**config.mk**
```make
export PLATFORM = sky130hd
export DESIGN_NAME = softmax_input_loader_flat
export DESIGN_NICKNAME = d
export VERILOG_FILES = /design/src/rtl/softmax_input_loader_if.sv /design/src/rtl/softmax_input_loader.sv /design/src/flat_wrapper.sv
export SDC_FILE = /design/constraint.sdc
export NUM_CORES = 1
export LEC_CHECK = 0
export BUFFER_PORTS_ARGS = -buffer_cell sky130_fd_sc_hd__buf_2
export CORE_AREA = 2 2 120 122
export DETAILED_ROUTE_END_ITERATION = 16
export DIE_AREA = 0 0 122 124
export PLACE_DENSITY = 0.79
export SLEW_MARGIN = 15
export SYNTH_ARGS = -nofsm -noshare
export SYNTH_HDL_FRONTEND = slang
export SYNTH_SLANG_ARGS = --single-unit
```
**constraint.sdc**
```tcl
create_clock -name clk -period 3.16 [get_ports clk]
set_input_delay 0.474 -clock clk [delete_from_list [all_inputs] [get_ports clk]]
set_output_delay 0.474 -clock clk [all_outputs]
set_load 0.01 [all_outputs]
```
**src/rtl/softmax_input_loader_if.sv**
```systemverilog
// Scalar element stream feeding softmax_input_loader (valid/ready with end-of-vector marker).
interface softmax_input_loader_if #(
  parameter int DATAWIDTH = 16
);
  logic [DATAWIDTH-1:0] s_data;
  logic                 s_valid;
  logic                 s_last;
  logic                 s_ready;

  modport master (output s_data, output s_valid, output s_last, input s_ready);
  modport slave  (input s_data, input s_valid, input s_last, output s_ready);
endinterface

```
**src/rtl/softmax_input_loader.sv**
```systemverilog
// Packs a scalar stream into NUM-lane buffer lines, then kicks the softmax engine.
// Optional WAIT watchdog enabled by defining SOFTMAX_LOADER_TIMEOUT_EN.
module softmax_input_loader #(
  parameter int                   DATAWIDTH = 16,
  parameter int                   NUM       = 4,
  parameter int                   ADDRSIZE  = 8,
  parameter int                   MAX_LINES = 64,
  parameter logic [DATAWIDTH-1:0] PAD_VALUE = 16'h0000,
  parameter int                   TIMEOUT   = 4096
) (
  input  logic                      clk,
  input  logic                      reset,
  softmax_input_loader_if.slave     s,
  input  logic [ADDRSIZE-1:0]       base_addr,
  output logic                      wr_en,
  output logic [ADDRSIZE-1:0]       wr_addr,
  output logic [DATAWIDTH*NUM-1:0]  wr_data,
  output logic [ADDRSIZE-1:0]       sm_start_addr,
  output logic [ADDRSIZE-1:0]       sm_end_addr,
  output logic                      sm_init,
  output logic                      sm_start,
  input  logic                      sm_done,
  output logic                      busy,
  output logic                      vec_done,
  output logic                      err_overflow
`ifdef SOFTMAX_LOADER_TIMEOUT_EN
  ,
  output logic                      timeout
`endif
);

  localparam int LANE_W = (NUM > 1) ? $clog2(NUM) : 1;
  localparam int LINE_W = $clog2(MAX_LINES) + 1;

  if (TIMEOUT < 1) begin : g_bad_timeout
    $error("softmax_input_loader: TIMEOUT must be at least 1");
  end

  typedef enum logic [2:0] {IDLE, FILL, FLUSH, INIT, START, WAIT} state_t;

  state_t                          state;
  logic [LANE_W-1:0]               lane_cnt;
  logic [LINE_W-1:0]               line_cnt;
  logic [ADDRSIZE-1:0]             ptr;
  logic [NUM-1:0][DATAWIDTH-1:0]   line;
  logic [NUM-1:0][DATAWIDTH-1:0]   filled;
  logic [DATAWIDTH-1:0]            beat;
  logic                            is_idle, accept, complete;
  logic [LANE_W-1:0]               lane;
  logic [LINE_W-1:0]               cnt_cur;
  logic [ADDRSIZE-1:0]             ptr_cur;

  assign beat      = s.s_data;
  assign is_idle   = (state == IDLE);
  assign s.s_ready = is_idle || (state == FILL);
  assign accept    = s.s_valid && s.s_ready;
  assign busy      = !is_idle;

  // The first beat of a vector behaves as if counters were already cleared.
  assign lane     = is_idle ? '0 : lane_cnt;
  assign cnt_cur  = is_idle ? '0 : line_cnt;
  assign ptr_cur  = is_idle ? base_addr : ptr;
  assign complete = s.s_last || (lane == LANE_W'(NUM - 1));

  always_comb begin
    filled       = is_idle ? {NUM{PAD_VALUE}} : line;
    filled[lane] = beat;
  end

`ifdef SOFTMAX_LOADER_TIMEOUT_EN
  localparam int WD_W = $clog2(TIMEOUT + 1);
  logic [WD_W-1:0] wd;
`endif

  always_ff @(posedge clk) begin
    if (!reset) begin
      state         <= IDLE;
      lane_cnt      <= '0;
      line_cnt      <= '0;
      ptr           <= '0;
      line          <= '0;
      wr_en         <= 1'b0;
      wr_addr       <= '0;
      wr_data       <= '0;
      sm_start_addr <= '0;
      sm_end_addr   <= '0;
      sm_init       <= 1'b0;
      sm_start      <= 1'b0;
      vec_done      <= 1'b0;
      err_overflow  <= 1'b0;
`ifdef SOFTMAX_LOADER_TIMEOUT_EN
      timeout       <= 1'b0;
      wd            <= '0;
`endif
    end else begin
      wr_en    <= 1'b0;
      sm_init  <= 1'b0;
      sm_start <= 1'b0;
      vec_done <= 1'b0;
      case (state)
        IDLE, FILL: begin
          if (accept) begin
            if (is_idle) begin
              sm_start_addr <= base_addr;
              err_overflow  <= 1'b0;
`ifdef SOFTMAX_LOADER_TIMEOUT_EN
              timeout       <= 1'b0;
`endif
            end
            if (complete) begin
              lane_cnt <= '0;
              line     <= {NUM{PAD_VALUE}};
              // Lines past MAX_LINES are dropped; beats keep draining until s_last.
              if (cnt_cur == LINE_W'(MAX_LINES)) begin
                err_overflow <= 1'b1;
                ptr          <= ptr_cur;
                line_cnt     <= cnt_cur;
              end else begin
                wr_en    <= 1'b1;
                wr_addr  <= ptr_cur;
                wr_data  <= filled;
                ptr      <= ptr_cur + ADDRSIZE'(1);
                line_cnt <= cnt_cur + LINE_W'(1);
              end
            end else begin
              lane_cnt <= lane + LANE_W'(1);
              line     <= filled;
              ptr      <= ptr_cur;
              line_cnt <= cnt_cur;
            end
            state <= s.s_last ? FLUSH : FILL;
          end
        end
        FLUSH: begin
          sm_init     <= 1'b1;
          sm_end_addr <= sm_start_addr + ADDRSIZE'(line_cnt);
          state       <= INIT;
        end
        INIT: begin
          sm_start <= 1'b1;
          state    <= START;
        end
        START: begin
          state <= WAIT;
`ifdef SOFTMAX_LOADER_TIMEOUT_EN
          wd    <= '0;
`endif
        end
        WAIT: begin
          if (sm_done) begin
            vec_done <= 1'b1;
            state    <= IDLE;
          end
`ifdef SOFTMAX_LOADER_TIMEOUT_EN
          else if (wd == WD_W'(TIMEOUT - 1)) begin
            timeout <= 1'b1;
            state   <= IDLE;
          end else begin
            wd <= wd + WD_W'(1);
          end
`endif
        end
        default: state <= IDLE;
      endcase
    end
  end

endmodule

```
**src/flat_wrapper.sv**
```systemverilog
// flat-port wrapper written by rule: the top's interface ports become plain ports
module softmax_input_loader_flat 
#(
  parameter int                   DATAWIDTH = 16,
  parameter int                   NUM       = 4,
  parameter int                   ADDRSIZE  = 8,
  parameter int                   MAX_LINES = 64,
  parameter logic [DATAWIDTH-1:0] PAD_VALUE = 16'h0000,
  parameter int                   TIMEOUT   = 4096
)
  (clk, reset, base_addr, wr_en, wr_addr, wr_data, sm_start_addr, sm_end_addr, sm_init, sm_start, sm_done, busy, vec_done, err_overflow, s_s_data, s_s_valid, s_s_last, s_s_ready);
  softmax_input_loader_if #(.DATAWIDTH(DATAWIDTH)) s_i ();
  input  logic clk;
  input  logic reset;
  input  logic [ADDRSIZE-1:0] base_addr;
  output logic wr_en;
  output logic [ADDRSIZE-1:0] wr_addr;
  output logic [DATAWIDTH*NUM-1:0] wr_data;
  output logic [ADDRSIZE-1:0] sm_start_addr;
  output logic [ADDRSIZE-1:0] sm_end_addr;
  output logic sm_init;
  output logic sm_start;
  input  logic sm_done;
  output logic busy;
  output logic vec_done;
  output logic err_overflow;
  input wire logic [$bits(s_i.s_data)-1:0] s_s_data;
  input wire logic [$bits(s_i.s_valid)-1:0] s_s_valid;
  input wire logic [$bits(s_i.s_last)-1:0] s_s_last;
  output wire logic [$bits(s_i.s_ready)-1:0] s_s_ready;
  assign s_i.s_data = s_s_data;
  assign s_i.s_valid = s_s_valid;
  assign s_i.s_last = s_s_last;
  assign s_s_ready = s_i.s_ready;
  softmax_input_loader #(.DATAWIDTH(DATAWIDTH), .NUM(NUM), .ADDRSIZE(ADDRSIZE), .MAX_LINES(MAX_LINES), .PAD_VALUE(PAD_VALUE), .TIMEOUT(TIMEOUT)) u_core (.clk(clk), .reset(reset), .s(s_i), .base_addr(base_addr), .wr_en(wr_en), .wr_addr(wr_addr), .wr_data(wr_data), .sm_start_addr(sm_start_addr), .sm_end_addr(sm_end_addr), .sm_init(sm_init), .sm_start(sm_start), .sm_done(sm_done), .busy(busy), .vec_done(vec_done), .err_overflow(err_overflow));
endmodule
```
**Word level (Yosys, flattened, before mapping)**

Index checks and enable logic that the tools add are counted.

- Output and inout port bits: 95
- Bits in registers: 177
- Input port bits: 29

- Muxes and demuxes: 24
- Reduce and logical (&&, ||, !) cells: 13
- Bitwise operators: 1
- Magnitude comparators: 2
- Add/sub/neg operators: 4
- Eq/ne operators: 9

Operator list:

| operator | number |
|---|---|
| 64-bit 2-to-1 mux | 2 |
| 64-bit bitwise mux | 1 |
| 16-bit demux with 2-bit select | 1 |
| 8-bit 2-to-1 mux | 3 |
| 7-bit 2-to-1 mux | 3 |
| 16-bit 2-to-1 mux | 1 |
| 3-bit one-hot mux with 5 select lines | 1 |
| 8-bit by 1-bit adder with 8-bit output (second input constant) | 1 |
| 8-bit by 7-bit adder with 8-bit output | 1 |
| 4-bit AND reduction | 2 |
| 7-bit by 1-bit adder with 7-bit output (second input constant) | 1 |
| 7-bit equality test (second input constant) | 1 |
| 1-bit 2-to-1 mux | 7 |
| 3-bit by 2-bit equality test with 1-bit output (second input constant) | 2 |
| 3-bit equality test (second input constant) | 2 |
| 2-bit 2-to-1 mux | 3 |
| 3-bit 2-to-1 mux | 2 |
| 2-bit AND reduction | 3 |
| 3-bit by 1-bit equality test with 1-bit output (second input constant) | 1 |
| 3-bit zero test | 1 |
| 2-bit by 3-bit < comparator with 1-bit output (second input constant) | 1 |
| 3-bit AND reduction | 1 |
| 2-bit by 1-bit adder with 2-bit output (second input constant) | 1 |
| 2-bit equality test (second input constant) | 1 |
| 8 further kinds | 10 |

**Depth between registers and ports, before layout**

- Depth after elaboration: 8
- Depth in mapped cells: 16
- Gate-level depth less buffers: 10

**Worst setup path after synthesis**

Ideal clock, no wire load.

- Path kind: register -> register
- Start point: reg u_core.state[0]
- End point: reg u_core.line[25] (netlist name)
- Setup slack: 0.234 ns
- Arrival: 2.860 ns
- Period minus slack after synthesis: 2.926 ns
- Stages on the path, launching flop included: 17
- Buffers on the path: 7
- Setup time: 0.065 ns
- Cell sequence: dfxtp_1 > buf_6 > nor3_4 > inv_2 > buf_4 > buf_2 > buf_2 > nand2_1 > inv_1 > ha_1 > or2_2 > clkbuf_1 > nor2_1 > buf_2 > buf_2 > a22oi_1 > nor2_1

- Word-level cells in the longest chain between the ends: 8
- Elaborated cells between the ends (all ways): 17

Ends and longest elaborated chain:

| element | RTL line | text |
|---|---|---|
| start, declared | softmax_input_loader.sv:41 | `state_t state;` |
| start signal, assigned | softmax_input_loader.sv:131 | `state <= s.s_last ? FLUSH : FILL;` |
| 3-bit zero test | softmax_input_loader.sv:54, softmax_input_loader.sv:100 |  |
| 2-bit 2-to-1 mux | softmax_input_loader.sv:60 | `assign lane = is_idle ? '0 : lane_cnt;` |
| 2-bit by 3-bit < comparator with 1-bit output (not written as such) / 2-bit by 1-bit >= comparator with 1-bit output (equally long branches) | softmax_input_loader.sv:67 | `filled[lane] = beat;` |
| 1-bit logical AND (not written as such) | softmax_input_loader.sv:67 |  |
| 16-bit 2-to-1 mux (not written as such) | softmax_input_loader.sv:67 |  |
| 16-bit demux with 2-bit select | n/a |  |
| 64-bit bitwise mux | softmax_input_loader.sv:67 |  |
| 64-bit 2-to-1 mux | softmax_input_loader.sv:110 | `if (complete) begin` |
| end signal, assigned | softmax_input_loader.sv:112 | `line <= {NUM{PAD_VALUE}};` |
| end signal, assigned | softmax_input_loader.sv:127 | `line <= filled;` |
| end, declared | softmax_input_loader.sv:45 | `logic [NUM-1:0][DATAWIDTH-1:0] line;` |

Several ways; a longest one is shown, not always the timed one.
A chain may end at the register's enable or synchronous reset.

**Final worst setup path**

- Start point: reg u_core.state[2]
- End point: reg u_core.wr_data[34]

- Word-level cells in the longest chain between the ends: 7
- Elaborated cells between the ends (all ways): 19

Ends and longest elaborated chain:

| element | RTL line | text |
|---|---|---|
| 3-bit zero test | softmax_input_loader.sv:54, softmax_input_loader.sv:100 |  |
| 2-bit 2-to-1 mux | softmax_input_loader.sv:60 |  |
| 2-bit by 3-bit < comparator with 1-bit output (not written as such) / 2-bit by 1-bit >= comparator with 1-bit output (equally long branches) | softmax_input_loader.sv:67 |  |
| 1-bit logical AND (not written as such) | softmax_input_loader.sv:67 |  |
| 16-bit 2-to-1 mux (not written as such) | softmax_input_loader.sv:67 |  |
| 16-bit demux with 2-bit select | n/a |  |
| 64-bit bitwise mux | softmax_input_loader.sv:67 |  |
| end signal, assigned | softmax_input_loader.sv:121 | `wr_data <= filled;` |
| end, declared | softmax_input_loader.sv:17 | `output logic [DATAWIDTH*NUM-1:0] wr_data,` |

Several ways; a longest one is shown, not always the timed one.

==> qor.csv <==
stage,metric,value,unit
run_status,outcome,finished clean,
sta,period_share,0.8803,
placement,place_ws,0.4653,ns
logic_synthesis,synth-edff-count,0,
sta,fin_setup_tns,0,ns
logic_synthesis,syn-cell-area,0.007759,mm²
logic_synthesis,synth_fa_ha_area_frac,0.02193,
setup_path,crit_path_top_delay_cell,a211oi_4,
global_route,grt_pass1_vias,6471,
sta,tightest_slew,0.9590,ns
hold_path,hold_class,input pin to flop,
clocking,cts_tree,yes,
die,coreArea,0.01372,mm²
power_and_ir_drop,p_total,4960,µW
clocking,postCtsSetupBuffers,0,
setup_path,critical_path_class,flop to flop,
flow_run,max_cap_viol_count,0,
sta,timing.final.ws_setup,0.3783,ns
setup_path,r2r_setup_slack,0.38,ns
cells_and_area,drive_gt1_frac,0.1775,
logic_synthesis,ys_seq_area_frac,0.4567,
clocking,numCtsBuffers,17,
setup_path,reg2regPathDepth,10,
setup_path,reg2reg_from,u_core.state[2],
power_and_ir_drop,power.density,548.7,mW/mm²
clocking,clk_pin_slew_worst_paths,0.06,ns
sta,relSlewSlack,0.3606,
global_route,grt_remaining_overflow,0,
clocking,clk_latency,0.43,ns
setup_path,crit_start,u_core.state[2],
placement,gp_congestion,0.8517,
logic_synthesis,async_flop_share,0,
setup_path,cp-endpoint,u_core.wr_data[34],
cells_and_area,final_net_count,1062,
setup_path,worstPathCellList,nor3_4 -> inv_2 -> nand2_1 -> inv_1 -> ha_1 -> nor2_1 -> a211oi_4 -> buf_12 -> mux2i_1 -> nor2_1,
setup_path,cp-end-kind,flop,
global_route,antenna_found_initial,0,
cells_and_area,fillers,1167,
logic_synthesis,ys.flop_type,dfxtp_1,
setup_path,crit_path_max_incr_delay,0.65,ns
drt,first_pass_iters,5,
sta,setup-violations-final,0,
global_route,grt_max_degree,96,
clocking,cts_max_level,4,
sta,period_minus_slack,2.782,ns
logic_synthesis,synth_compound_area_frac,0.1701,
drt,wl_per_cell,16.46,µm
setup_path,rr_endpoint,u_core.wr_data[34],
hold_path,min-delay-start,sm_done,
clocking,cts_buffer_depth,2,
drt,detail-route-antenna-nets,0,
setup_path,cp.arrival,3.08,ns
die,ios,124,
sta,hold_viol,0,
clocking,root_buffer,clkbuf_16,
clocking,cts_resized,0,
logic_synthesis,yosys.area_share.xor_xnor,0.003387,
global_route,grt_use_total,0.2731,
setup_path,path_max_fanout,23,
placement,dp_hpwl,13060,µm
die,fp-row-count,43,
die,die_w,122,µm
setup_path,crit_path_frequent_cell,nor2_1,
drt,drt_iter0_markers,520,
logic_synthesis,muxShareOfSynthArea,0.08321,
power_and_ir_drop,vdd_drop_max,0.4839,mV
logic_synthesis,synth_cell_type_count,62,
clocking,clock_sinks,177,
cells_and_area,antenna_cells,0,
sta,clock.fmax,359.5,MHz
drt,wirelength,19930,µm
logic_synthesis,synth_fp_nets,977,
drt,drc,0,
logic_synthesis,yosys_warnings,0,
logic_synthesis,synthCells,935,
logic_synthesis,synth_top_family_by_area,simple AND/OR/NAND/NOR gates,
logic_synthesis,synthSimpleGateAreaFrac,0.2171,
sta,maxSlewViolCount,0,
die,initial_core_util,0.5655,
die,die_area,0.01513,mm²
setup_path,required,3.46,ns
cells_and_area,area_growth,16.50,%
placement,portBuffers,123,
sta,rsz0062_at_grt,false,
global_route,grt_pass1_wl,32420,µm
drt,num_vias,7000,
power_and_ir_drop,p_leak,0.003744,µW
logic_synthesis,postSynthAreaPerCell,8.298,µm²
clocking,hold_buffers,0,
sta,skew,0.008026,ns
drt,vias_per_cell,5.780,
setup_path,worst_setup_path_start_kind,flop,
logic_synthesis,synth-seq-cells,177,
die,die_y,124,µm
how the worst min path moves through the flow:
| stage | to | cells past startpoint |
|---|---|---|
| floorplan | u_core.line[49] | 1 |
| global placement | u_core.line[53] | 1 |
| detailed placement | u_core.line[55] | 1 |
| CTS | u_core.vec_done | 3 |
| global route | u_core.sm_start_addr[6] | 3 |
| finish | u_core.vec_done | 3 |
cells in the mapped netlist (2+ instances only):
cell type / number / area share
a211oi_1: 18 / 0.017
a21oi_1: 39 / 0.025
a22oi_1: 49 / 0.047
a311oi_1: 2 / 0.0023
and2_1: 14 / 0.011
and3_1: 3 / 0.0024
buf_1: 4 / 0.0019
buf_2: 10 / 0.0065
buf_4: 2 / 0.0019
buf_6: 5 / 0.0073
clkbuf_1: 53 / 0.026
dfxtp_1: 177 / 0.46
ha_1: 12 / 0.019
inv_1: 7 / 0.0034
inv_2: 2 / 0.00097
mux2_2: 3 / 0.0044
mux2i_1: 60 / 0.077
nand2_1: 161 / 0.078
nand2b_1: 4 / 0.0032
nand3_1: 13 / 0.0084
nand4_1: 5 / 0.0040
nand4b_1: 3 / 0.0034
nor2_1: 155 / 0.075
nor2b_1: 2 / 0.0016
nor3_1: 6 / 0.0039
nor3b_1: 3 / 0.0029
nor4_1: 9 / 0.0073
nor4b_1: 2 / 0.0023
o2111ai_1: 3 / 0.0034
o211a_1: 6 / 0.0077
o211ai_1: 12 / 0.012
o21a_1: 4 / 0.0039
o21ai_0: 54 / 0.035
o21ai_1: 2 / 0.0013
o31ai_1: 2 / 0.0019
or3_1: 2 / 0.0016
xnor2_1: 2 / 0.0023
cell families after synthesis:
kind of cell,after synthesis
simple gates,392
flops,177
compound gates,203
fa+ha+maj,13
mux,64
xor+xnor,3
buf+inv,83
state kept, by name (all words and copies together) (netlist names):
| name | cells |
|---|---|
| u_core.wr_en | 1 |
| u_core.wr_data | 64 |
| u_core.ptr | 8 |
| u_core.sm_start | 1 |
| u_core.wr_addr | 8 |
| u_core.vec_done | 1 |
| u_core.lane_cnt | 2 |
| u_core.line | 64 |
| u_core.sm_init | 1 |
| u_core.line_cnt | 7 |
| u_core.sm_start_addr | 8 |
| u_core.err_overflow | 1 |
| u_core.state | 3 |
| u_core.sm_end_addr | 8 |
layout by cell type (no fill, tap or decap), types with 3 or more instances in the layout:
cell type / count
dfxtp_1: 177
nand2_1: 161
nor2_1: 154
buf_2: 123
mux2i_1: 60
o21ai_0: 54
a22oi_1: 49
a21oi_1: 39
a211oi_1: 18
clkbuf_16: 17
and2_1: 14
nand3_1: 13
o211ai_1: 12
ha_1: 12
buf_4: 11
nor4_1: 9
inv_1: 6
nor3_1: 6
o211a_1: 6
buf_12: 6
nand4_1: 5
nand2b_1: 4
o21a_1: 4
clkinv_2: 4
nor3b_1: 3
nand4b_1: 3
o2111ai_1: 3
mux2_2: 3
and3_1: 3
clkbuf_8: 3
layer usage:
metal | wire (µm) | global-route usage | vias up
li1 | - | - | 3400
met3 | 1366 | 0.05311 | 33
met2 | 9356 | 0.4480 | 273
met5 | 0 | 0 | -
met4 | 418 | 0.09986 | 0
met1 | 8791 | 0.3593 | 3294
where the power goes:
| group | internal, µW | total (µW) | switching [µW] |
|---|---|---|---|
| clock | 1140 | 1990 | 857 |
| sequential | 2300 | 2360 | 54.1 |
| combinational | 203 | 608 | 405 |
worst max-delay path: cells and delay by family, from the launching register on:
kind                     cells  cell delay (ns)
buffers and inverters        3             0.51
multiplexers                 1             0.23
AND/OR/NAND/NOR              4             0.45
flip-flops                   1             0.59
AO/OA/AOI/OAI                1             0.65
adder cells (fa/ha/maj)      1             0.20
area by class of cell:
| type | count | area, µm² | share of cell area |
|---|---|---|---|
| Inverter | 9 | 36.28 | 0.004014 |
| Clock inverter | 9 | 83.83 | 0.009275 |
| Clock buffer | 21 | 470.5 | 0.05205 |
| Multi-Input combinational cell | 675 | 3861 | 0.4272 |
| Sequential cell | 177 | 3543 | 0.3920 |
| Tap cell | 180 | 225.2 | 0.02492 |
| Timing Repair Buffer | 140 | 818.3 | 0.09053 |
stage by stage:
stage | utilization | cells | hold slack, ns | instance area, µm²
final | 0.6588 | 1211 | 0.3166 | 9039
after global routing | 0.6588 | 1211 | 0.3141 | 9039
after CTS | 0.6588 | 1211 | 0.3018 | 9039
after detailed placement | 0.6184 | 1181 | 0.4445 | 8484
after global placement | 0.6184 | 1181 | 0.4410 | 8484
after floorplan | - | 935 | 0.4296 | 7759
Power figures use the tool's default switching activity.
